### src/rtl/brute_force_matcher_if.sv
// Bundle of the matcher's control, ROM and result signals.
// Master is the environment (ROMs, control); slave is the matcher.
interface brute_force_matcher_if #(
   parameter int unsigned DATA_W     = 8,
   parameter int unsigned PAT_ADDR_W = 3,
   parameter int unsigned TXT_ADDR_W = 8,
   parameter int unsigned CNT_W      = 8
);
   logic                  start;
   logic [PAT_ADDR_W:0]   pat_len;
   logic [TXT_ADDR_W:0]   txt_len;
   logic [PAT_ADDR_W-1:0] pat_addr;
   logic [DATA_W-1:0]     pat_data;
   logic [TXT_ADDR_W-1:0] txt_addr;
   logic [DATA_W-1:0]     txt_data;
   logic                  busy;
   logic                  done;
   logic                  found;
   logic [CNT_W-1:0]      match_count;
   logic [TXT_ADDR_W-1:0] first_pos;

   modport master (
      output start, pat_len, txt_len, pat_data, txt_data,
      input  pat_addr, txt_addr, busy, done, found, match_count, first_pos
   );

   modport slave (
      input  start, pat_len, txt_len, pat_data, txt_data,
      output pat_addr, txt_addr, busy, done, found, match_count, first_pos
   );
endinterface

### src/rtl/brute_force_matcher.sv
// Brute-force search of a pattern ROM over a text ROM; counts overlapping matches.
// Optional STOP_ON_FIRST_EN: end the search at the first full match.
module brute_force_matcher #(
   parameter int unsigned DATA_W     = 8,
   parameter int unsigned PAT_ADDR_W = 3,
   parameter int unsigned TXT_ADDR_W = 8,
   parameter int unsigned CNT_W      = 8
) (
   input logic                  i_clk,
   input logic                  i_rst,
   brute_force_matcher_if.slave io_bus
);

   localparam int unsigned PL_W = PAT_ADDR_W + 1;
   localparam int unsigned TL_W = TXT_ADDR_W + 1;

   typedef enum logic [1:0] {StIdle, StIssue, StCompare, StDone} state_e;

   state_e                r_state, w_state_nxt;
   logic [TL_W-1:0]       r_i, w_i_nxt;
   logic [PL_W-1:0]       r_j, w_j_nxt;
   logic [PL_W-1:0]       r_pat_len, w_pat_len_nxt;
   logic [TL_W-1:0]       r_txt_len, w_txt_len_nxt;
   logic [CNT_W-1:0]      r_count, w_count_nxt;
   logic                  r_found, w_found_nxt;
   logic [TXT_ADDR_W-1:0] r_first_pos, w_first_pos_nxt;
   logic [PAT_ADDR_W-1:0] r_pat_addr, w_pat_addr_nxt;
   logic [TXT_ADDR_W-1:0] r_txt_addr, w_txt_addr_nxt;

   logic                  w_sym_eq;
   logic                  w_last_sym;
   logic [TL_W-1:0]       w_last_start;
   logic                  w_last_win;
   logic                  w_degenerate;

   assign w_sym_eq     = (io_bus.pat_data == io_bus.txt_data);
   assign w_last_sym   = (r_j == (r_pat_len - PL_W'(1)));
   assign w_last_start = r_txt_len - TL_W'(r_pat_len);
   // i+1 > last_start is the same as i >= last_start, without the extra adder
   assign w_last_win   = (r_i >= w_last_start);
   assign w_degenerate = (io_bus.pat_len == '0) || (TL_W'(io_bus.pat_len) > io_bus.txt_len);

   always_ff @(posedge i_clk) begin
      if (i_rst) begin
         r_state     <= StIdle;
         r_i         <= '0;
         r_j         <= '0;
         r_pat_len   <= '0;
         r_txt_len   <= '0;
         r_count     <= '0;
         r_found     <= 1'b0;
         r_first_pos <= '0;
         r_pat_addr  <= '0;
         r_txt_addr  <= '0;
      end else begin
         r_state     <= w_state_nxt;
         r_i         <= w_i_nxt;
         r_j         <= w_j_nxt;
         r_pat_len   <= w_pat_len_nxt;
         r_txt_len   <= w_txt_len_nxt;
         r_count     <= w_count_nxt;
         r_found     <= w_found_nxt;
         r_first_pos <= w_first_pos_nxt;
         r_pat_addr  <= w_pat_addr_nxt;
         r_txt_addr  <= w_txt_addr_nxt;
      end
   end

   always_comb begin
      w_state_nxt     = r_state;
      w_i_nxt         = r_i;
      w_j_nxt         = r_j;
      w_pat_len_nxt   = r_pat_len;
      w_txt_len_nxt   = r_txt_len;
      w_count_nxt     = r_count;
      w_found_nxt     = r_found;
      w_first_pos_nxt = r_first_pos;

      unique case (r_state)
         StIdle: begin
            if (io_bus.start) begin
               w_pat_len_nxt   = io_bus.pat_len;
               w_txt_len_nxt   = io_bus.txt_len;
               w_i_nxt         = '0;
               w_j_nxt         = '0;
               w_count_nxt     = '0;
               w_found_nxt     = 1'b0;
               w_first_pos_nxt = '0;
               w_state_nxt     = w_degenerate ? StDone : StIssue;
            end
         end
         StIssue: begin
            w_state_nxt = StCompare;
         end
         StCompare: begin
            if (w_sym_eq && !w_last_sym) begin
               w_j_nxt     = r_j + PL_W'(1);
               w_state_nxt = StIssue;
            end else begin
               if (w_sym_eq) begin
                  if (!(&r_count)) begin
                     w_count_nxt = r_count + CNT_W'(1);
                  end
                  if (!r_found) begin
                     w_found_nxt     = 1'b1;
                     w_first_pos_nxt = TXT_ADDR_W'(r_i);
                  end
               end
               // Window slides by one symbol, so overlapping matches are seen
               w_j_nxt     = '0;
               w_i_nxt     = r_i + TL_W'(1);
               w_state_nxt = w_last_win ? StDone : StIssue;
`ifdef STOP_ON_FIRST_EN
               if (w_sym_eq) begin
                  w_state_nxt = StDone;
               end
`endif
            end
         end
         StDone: begin
            w_state_nxt = StIdle;
         end
      endcase
   end

   // ROM addresses load on entry to ISSUE so data is valid during COMPARE
   always_comb begin
      w_pat_addr_nxt = r_pat_addr;
      w_txt_addr_nxt = r_txt_addr;
      if (w_state_nxt == StIssue) begin
         w_pat_addr_nxt = PAT_ADDR_W'(w_j_nxt);
         w_txt_addr_nxt = TXT_ADDR_W'(w_i_nxt + TL_W'(w_j_nxt));
      end
   end

   assign io_bus.pat_addr    = r_pat_addr;
   assign io_bus.txt_addr    = r_txt_addr;
   assign io_bus.busy        = (r_state == StIssue) || (r_state == StCompare);
   assign io_bus.done        = (r_state == StDone);
   assign io_bus.found       = r_found;
   assign io_bus.match_count = r_count;
   assign io_bus.first_pos   = r_first_pos;

endmodule

### src/flat_wrapper.sv
// flat-port wrapper written by rule: the top's interface ports become plain ports
module brute_force_matcher_flat 
#(
   parameter int unsigned DATA_W     = 8,
   parameter int unsigned PAT_ADDR_W = 3,
   parameter int unsigned TXT_ADDR_W = 8,
   parameter int unsigned CNT_W      = 8
)
  (i_clk, i_rst, io_bus_start, io_bus_pat_len, io_bus_txt_len, io_bus_pat_data, io_bus_txt_data, io_bus_pat_addr, io_bus_txt_addr, io_bus_busy, io_bus_done, io_bus_found, io_bus_match_count, io_bus_first_pos);
  brute_force_matcher_if #(.DATA_W(DATA_W), .PAT_ADDR_W(PAT_ADDR_W), .TXT_ADDR_W(TXT_ADDR_W), .CNT_W(CNT_W)) io_bus_i ();
  input logic i_clk;
  input logic i_rst;
  input wire logic [$bits(io_bus_i.start)-1:0] io_bus_start;
  input wire logic [$bits(io_bus_i.pat_len)-1:0] io_bus_pat_len;
  input wire logic [$bits(io_bus_i.txt_len)-1:0] io_bus_txt_len;
  input wire logic [$bits(io_bus_i.pat_data)-1:0] io_bus_pat_data;
  input wire logic [$bits(io_bus_i.txt_data)-1:0] io_bus_txt_data;
  output wire logic [$bits(io_bus_i.pat_addr)-1:0] io_bus_pat_addr;
  output wire logic [$bits(io_bus_i.txt_addr)-1:0] io_bus_txt_addr;
  output wire logic [$bits(io_bus_i.busy)-1:0] io_bus_busy;
  output wire logic [$bits(io_bus_i.done)-1:0] io_bus_done;
  output wire logic [$bits(io_bus_i.found)-1:0] io_bus_found;
  output wire logic [$bits(io_bus_i.match_count)-1:0] io_bus_match_count;
  output wire logic [$bits(io_bus_i.first_pos)-1:0] io_bus_first_pos;
  assign io_bus_i.start = io_bus_start;
  assign io_bus_i.pat_len = io_bus_pat_len;
  assign io_bus_i.txt_len = io_bus_txt_len;
  assign io_bus_i.pat_data = io_bus_pat_data;
  assign io_bus_i.txt_data = io_bus_txt_data;
  assign io_bus_pat_addr = io_bus_i.pat_addr;
  assign io_bus_txt_addr = io_bus_i.txt_addr;
  assign io_bus_busy = io_bus_i.busy;
  assign io_bus_done = io_bus_i.done;
  assign io_bus_found = io_bus_i.found;
  assign io_bus_match_count = io_bus_i.match_count;
  assign io_bus_first_pos = io_bus_i.first_pos;
  brute_force_matcher #(.DATA_W(DATA_W), .PAT_ADDR_W(PAT_ADDR_W), .TXT_ADDR_W(TXT_ADDR_W), .CNT_W(CNT_W)) u_core (.i_clk(i_clk), .i_rst(i_rst), .io_bus(io_bus_i));
endmodule
### config.mk
export PLATFORM = sky130hd
export DESIGN_NAME = brute_force_matcher_flat
export DESIGN_NICKNAME = d
export VERILOG_FILES = /design/src/rtl/brute_force_matcher_if.sv /design/src/rtl/brute_force_matcher.sv /design/src/flat_wrapper.sv
export SDC_FILE = /design/constraint.sdc
export NUM_CORES = 1
export LEC_CHECK = 0
export CAP_MARGIN = 20
export CELL_PAD_IN_SITES_DETAIL_PLACEMENT = 1
export CELL_PAD_IN_SITES_GLOBAL_PLACEMENT = 2
export CORE_ASPECT_RATIO = 0.7
export CORE_MARGIN = 1
export CORE_UTILIZATION = 32
export CTS_BUF_LIST = sky130_fd_sc_hd__clkbuf_8
export DETAILED_ROUTE_END_ITERATION = 12
export GPL_TIMING_DRIVEN = 0
export PLACE_DENSITY_LB_ADDON = 0.1
export SLEW_MARGIN = 20
export SYNTH_ARGS = -nofsm -noshare
export SYNTH_HDL_FRONTEND = slang
export SYNTH_SLANG_ARGS = --single-unit
### constraint.sdc
create_clock -name i_clk -period 4.2 [get_ports i_clk]
set_input_delay 0.42 -clock i_clk [delete_from_list [all_inputs] [get_ports i_clk]]
set_output_delay 0.42 -clock i_clk [all_outputs]
set_load 0.005 [all_outputs]
After elaboration in Yosys (flattened, before gate mapping)
Index checks and enable logic that the tools add are counted.

cells by class
  $add $sub $neg = 6
  $lt $le $gt $ge = 2
  eq/ne operators = 11
  multiplexer cells = 24
  reduce and logical (&&, ||, !) cells = 12

operators with widths
  cell                                                 count
  two-way mux 8 bit                                    7
  one-hot mux 8 bit (2 select lines)                   2
  two-way mux 9 bit                                    2
  one-hot mux 9 bit (2 select lines)                   1
  AND reduction 5 bit                                  2
  adder 9 x 1 -> 9 bit, second input constant          1
  >= comparator 9 bit                                  1
  greater-than comparator 4 x 9 -> 1 bit               1
  subtractor 9 x 4 -> 9 bit                            1
  adder 8 x 1 -> 8 bit, second input constant          1
  adder 8 x 4 -> 8 bit                                 1
  equality test 8 bit                                  1
  two-way mux 2 bit                                    4
  two-way mux 4 bit                                    2
  != test 2 bit, second input constant                 4
  one-hot mux 2 bit (4 select lines)                   1
  one-hot mux 4 bit (2 select lines)                   1
  AND reduction 8 bit                                  1
  adder 4 x 1 -> 4 bit, second input constant          1
  equality test 2 x 1 -> 1 bit, second input constant  2
  equality test 2 bit, second input constant           2
  equality test 4 bit                                  1
  zero test 4 bit                                      1
  AND reduction 4 bit                                  1
  10 further kinds                                     13

storage, ports and cells
  flip-flop bits (word level) = 56
  bits of input ports = 32
  output and inout port bits = 30
  logic and storage cells = 65

Logic depth before layout (Yosys ltp)
  word-level depth = 7
  gate-level depth with buffers = 18
  mapped depth without buffers = 17

Worst setup path after synthesis
OpenSTA, ideal clock, no wires.

  kind = reg2reg
  start point = register u_core.r_pat_len[0]
  end point = register u_core.r_txt_addr[6], in the netlist u_core.io_bus.txt_addr[6]
  library setup time = 0.135 ns
  arrival = 3.253 ns
  data required time = 4.065 ns
  setup slack = 0.811 ns
  cell stages (with the launch flop) = 18
  path buffers = 1
  period minus slack after synthesis = 3.389 ns
  path through = dfxtp_1 > inv_1 > ha_1 > xnor2_1 > xnor2_1 > o311ai_4 > buf_6 > or2_2 > o21ai_0 > ha_1 > inv_1 > fa_1 > inv_1 > a21o_1 > a21oi_1 > or4_1 > nand3_1 > a21oi_1

between the ends
  cells in the longest elaborated chain, start to end = 7
  elaborated cells on any way between the ends = 15
  those cells by class = add/sub: 3; order compare: 1; eq/ne: 2; mux: 7; reduce/logical: 2

ends and longest elaborated chain
  element                             line                        RTL
  from (decl)                         brute_force_matcher.sv:22   logic [PL_W-1:0] r_pat_len, w_pat_len_nxt;
  from (signal assigned)              brute_force_matcher.sv:59   r_pat_len <= w_pat_len_nxt;
  subtractor 4 x 1 -> 4 bit           brute_force_matcher.sv:37   assign w_last_sym = (r_j == (r_pat_len - PL_W'(1)));
  equality test 4 bit                 brute_force_matcher.sv:37
  zero test 1 bit                     brute_force_matcher.sv:96   if (w_sym_eq && !w_last_sym) begin
  logical AND 1 bit                   brute_force_matcher.sv:96
  two-way mux 4 bit                   brute_force_matcher.sv:96
  one-hot mux 4 bit (2 select lines)  brute_force_matcher.sv:79   unique case (r_state)
  via u_core.w_j_nxt[0]               brute_force_matcher.sv:21   logic [PL_W-1:0] r_j, w_j_nxt;
  adder 8 x 4 -> 8 bit                brute_force_matcher.sv:132  w_txt_addr_nxt = TXT_ADDR_W'(w_i_nxt + TL_W'(w_j_nxt));
  to (signal assigned)                brute_force_matcher.sv:65   r_txt_addr <= w_txt_addr_nxt;
  to (decl)                           brute_force_matcher.sv:28   logic [TXT_ADDR_W-1:0] r_txt_addr, w_txt_addr_nxt;

The timed path passes the listed nets, and every way through them passes these cells.
A chain may end at the register's enable or synchronous reset.

Worst setup path in the final report
  start point = input port io_bus_txt_data[1]
  end point = register u_core.r_txt_addr[6], in the netlist u_core.io_bus.txt_addr[6]

between the ends
  cells in the longest elaborated chain, start to end = 5
  elaborated cells on any way between the ends = 10
  those cells by class = add/sub: 1; eq/ne: 2; mux: 6; reduce/logical: 1

ends and longest elaborated chain
  element                             line                        RTL
  from (decl)                         flat_wrapper.sv:17          input wire logic [$bits(io_bus_i.txt_data)-1:0] io_bus_txt_data;
  equality test 8 bit                 brute_force_matcher.sv:36   assign w_sym_eq = (io_bus.pat_data == io_bus.txt_data);
  logical AND 1 bit                   brute_force_matcher.sv:96
  two-way mux 4 bit                   brute_force_matcher.sv:96
  one-hot mux 4 bit (2 select lines)  brute_force_matcher.sv:79
  via u_core.w_j_nxt[0]               brute_force_matcher.sv:21
  adder 8 x 4 -> 8 bit                brute_force_matcher.sv:132

The timed path passes the listed nets, and every way through them passes these cells.

==> impl_metrics.ini <==
[status]
outcome = complete, but fails checks
violations = DRC

[sta]
clock.fmax_ghz = 0.252
final-setup-viol-count = 0
drv_slew = 0
slew_headroom_pct = 45.9
fin_skew_ns = 0.0153
rsz0062_at_grt = no
timing_hold_violations_final = 0
tightest_slew_ns = 0.807
period_needed_ns = 3.97
fin_crit_sh_pct = 94.4

[synthesis]
synth_edf_count = 0
ys_seq_elements = 56
synth_area_sq_mm = 0.00343
synth.top_cell.area_share_pct = 32.7
async_flop_share_pct = 0
synthCells = 408
yosysWarnings = 0
synth.avg_cell_area_sq_um = 8.40
ys_types = 53
yosysSeqAreaShare_pct = 32.7
synth_nets = 471
yosysTopAreaCell = dfxtp_1
synth_flop_cell = dfxtp_1
yosys-top-cells-area = dfxtp_1 33%, ha_1 11%, nand2_1 6.4%

[clocking]
post-cts-setup-buffers = 0
clkTransAtPathRegs_ns = 0.12
tritoncts = yes
ctsResizeCount = 1
cts-buffers-inserted = 5
cts_root_buf = clkbuf_8
cts_buffer_depth = 2
cts.sinks = 56
ctsHoldBuffers = 0
clk_latency_ns = 0.33
htree_levels = 2

[cells_and_area]
area_delta_synth_final_pct = 26.0
antenna-diode-count = 0
final_cell_mix = 60 x clkdlybuf4s50_1, 58 x nand2_1, 56 x dfxtp_1
mostFrequentLayoutCell = clkdlybuf4s50_1
drive_gt1_share_pct = 6.32
nets = 537
stdcell_area_sq_mm = 0.00432

[critical_path]
rr_endpoint = u_core.io_bus.txt_addr[6]$_SDFFE_PP0N_
critPathCaptureType = flip-flop
crit_start = io_bus_txt_data[1]
critPathKind = in2reg
cp.arrival_ns = 4.17
r2r_cells = 17
cp_max_fo = 10
r2r_slack_ns = 0.32
required_ns = 4.41
startpoint_type = input pin
r2r-start = u_core.r_pat_len[0]$_SDFFE_PP0P_
worstSetupEndpoint = u_core.io_bus.txt_addr[6]$_SDFFE_PP0N_

[route]
drt_drc_violations_left = 6
via_count = 3079
wl_microns = 10100
viasPerCell = 5.07
wire_per_inst_microns = 16.6
drt-initial-drc-count = 88
ant_nets = 0
firstDrtPassIters = 8

[global_routing]
grt-ovfl-total = 0
use_met3_pct = 3.39
antenna_found_initial = 0
first_global_vias = 3129
use_met2_pct = 31.0
grt_max_degree = 19
grt_first_pass_wirelength_microns = 16300
busiest_layer = met2
use_met1_pct = 26.7
gr-usage-all-layers_pct = 19.1

[power_and_ir_drop]
p_per_area_mw_per_mm2 = 341
leakage_uw = 0.00166
p_total_uw = 1470
irDropWorstVdd_uv = 167

[floorplan]
rows = 31
die_h_microns = 88.6
die_area_sq_mm = 0.0111
core-area_sq_mm = 0.0104
die_w_microns = 126
io_pins = 62
initial_core_util_pct = 33.0

[run]
max_cap_violations = 0

[place]
place_congestion = 0.768
portBuffers = 60
dpl.hpwl_microns = 7880
placed_area_sq_mm = 0.00419

[hold_path]
hp-class = in2reg
==> critical path, cell delays in order <==
cell	delay [ns]
clkdlybuf4s50_1	0.41
xor2_1	0.17
nor4_2	0.47
o311ai_4	0.25
buf_6	0.21
or2_2	0.32
o21ai_0	0.31
ha_1	0.23
inv_1	0.06
fa_1	0.42
inv_1	0.08
a21o_1	0.12
a21oi_1	0.12
or4_1	0.42
nand3_1	0.10
a21oi_1	0.07
==> routing by layer <==
metal  wire length [microns]  part of all wire (%)  up-vias
met1                    5340                    53     1481
met4                      56                  0.56        0
li1                        -                     -     1546
met3                     312                   3.1        6
met2                    4350                    43       46
met5                       0                     0        -
==> through the flow <==
| stage | setup WS, ns | cells | hold WS [ns] | setup TNS (ns) | utilization (%) |
|---|---|---|---|---|---|
| 3_3_place_gp | -0.0863 | 600 | 0.442 | -0.0863 | 40.3 |
| 3_5_place_dp | -0.179 | 600 | 0.460 | -0.179 | 40.3 |
| 4_1_cts | 0.0512 | 608 | 0.401 | 0 | 41.4 |
| 2_1_floorplan | 0.811 | 408 | 0.436 | 0 | - |
| 5_1_grt | 0.0397 | 607 | 0.441 | 0 | 41.5 |
| 6_report | 0.234 | 607 | 0.405 | 0 | 41.5 |
==> cell usage after synthesis, types with 3 or more instances <==
cell,n
nand2_1,58
dfxtp_1,56
nor2_1,34
a21oi_1,32
ha_1,29
inv_1,21
xor2_1,20
o21ai_0,19
xnor2_1,14
and2_1,12
clkbuf_1,12
a21o_1,8
nor4_1,7
nand4_1,6
o21a_1,6
nand2b_1,5
nor2b_1,5
nor3_1,5
and3_1,4
mux2i_1,4
nand4b_1,4
a211oi_1,3
a211oi_2,3
nand3_1,3
o31ai_1,3
==> worst min-delay path by stage <==
stage,start,slack (ns),depth (start not counted),end
after floorplan,u_core.r_txt_len[0]$_SDFFE_PP0P_,0.44,2,u_core.r_txt_len[0]$_SDFFE_PP0P_
after global placement,u_core.io_bus.first_pos[1]$_SDFFE_PP0P_,0.44,2,u_core.io_bus.first_pos[1]$_SDFFE_PP0P_
after detailed placement,u_core.io_bus.first_pos[1]$_SDFFE_PP0P_,0.46,2,u_core.io_bus.first_pos[1]$_SDFFE_PP0P_
after CTS,i_rst,0.40,2,u_core.io_bus.pat_addr[1]$_SDFFE_PP0N_
after global routing,i_rst,0.44,2,u_core.io_bus.pat_addr[1]$_SDFFE_PP0N_
final,i_rst,0.40,2,u_core.io_bus.pat_addr[1]$_SDFFE_PP0N_
==> power by group <==
part	total, uW	switching [uW]	internal, uW	leakage (uW)
Sequential	588	27.5	560	0.000454
Combinational	497	288	208	0.00116
Clock	389	209	180	0.0000548
==> flip-flops by register name, indices dropped and copies added, names as in the netlist <==
name                       count
u_core.io_bus.match_count      8
u_core.r_txt_len               9
u_core.io_bus.first_pos        8
u_core.io_bus.pat_addr         3
u_core.io_bus.found            1
u_core.r_pat_len               4
u_core.io_bus.txt_addr         8
u_core.r_i                     9
u_core.r_j                     4
u_core.r_state                 2
==> cells by family (layout without fill, tap and decap cells) <==
logic type	Yosys count	count (layout)	synth area share, %
AO/OA/AOI/OAI	92	92	19.0
XOR/XNOR	34	34	8.69
adder cells (fa/ha/maj)	31	31	11.8
buffers and inverters	36	103	4.42
flip-flops	56	56	32.7
multiplexers	4	4	1.17
AND/OR/NAND/NOR	155	155	22.3
==> area by class of cell <==
type                       instances  area, sq um
inverter                          21         78.8
clock inverter                     3         46.3
sequential                        56         1120
fill                            1244         6080
timing repair buffer              60          601
clock buffer                       5         68.8
multi-input combinational        316         2160
tap                              132          165
buffer                            14         71.3
Note: power is estimated with default switching activity, not from simulation.
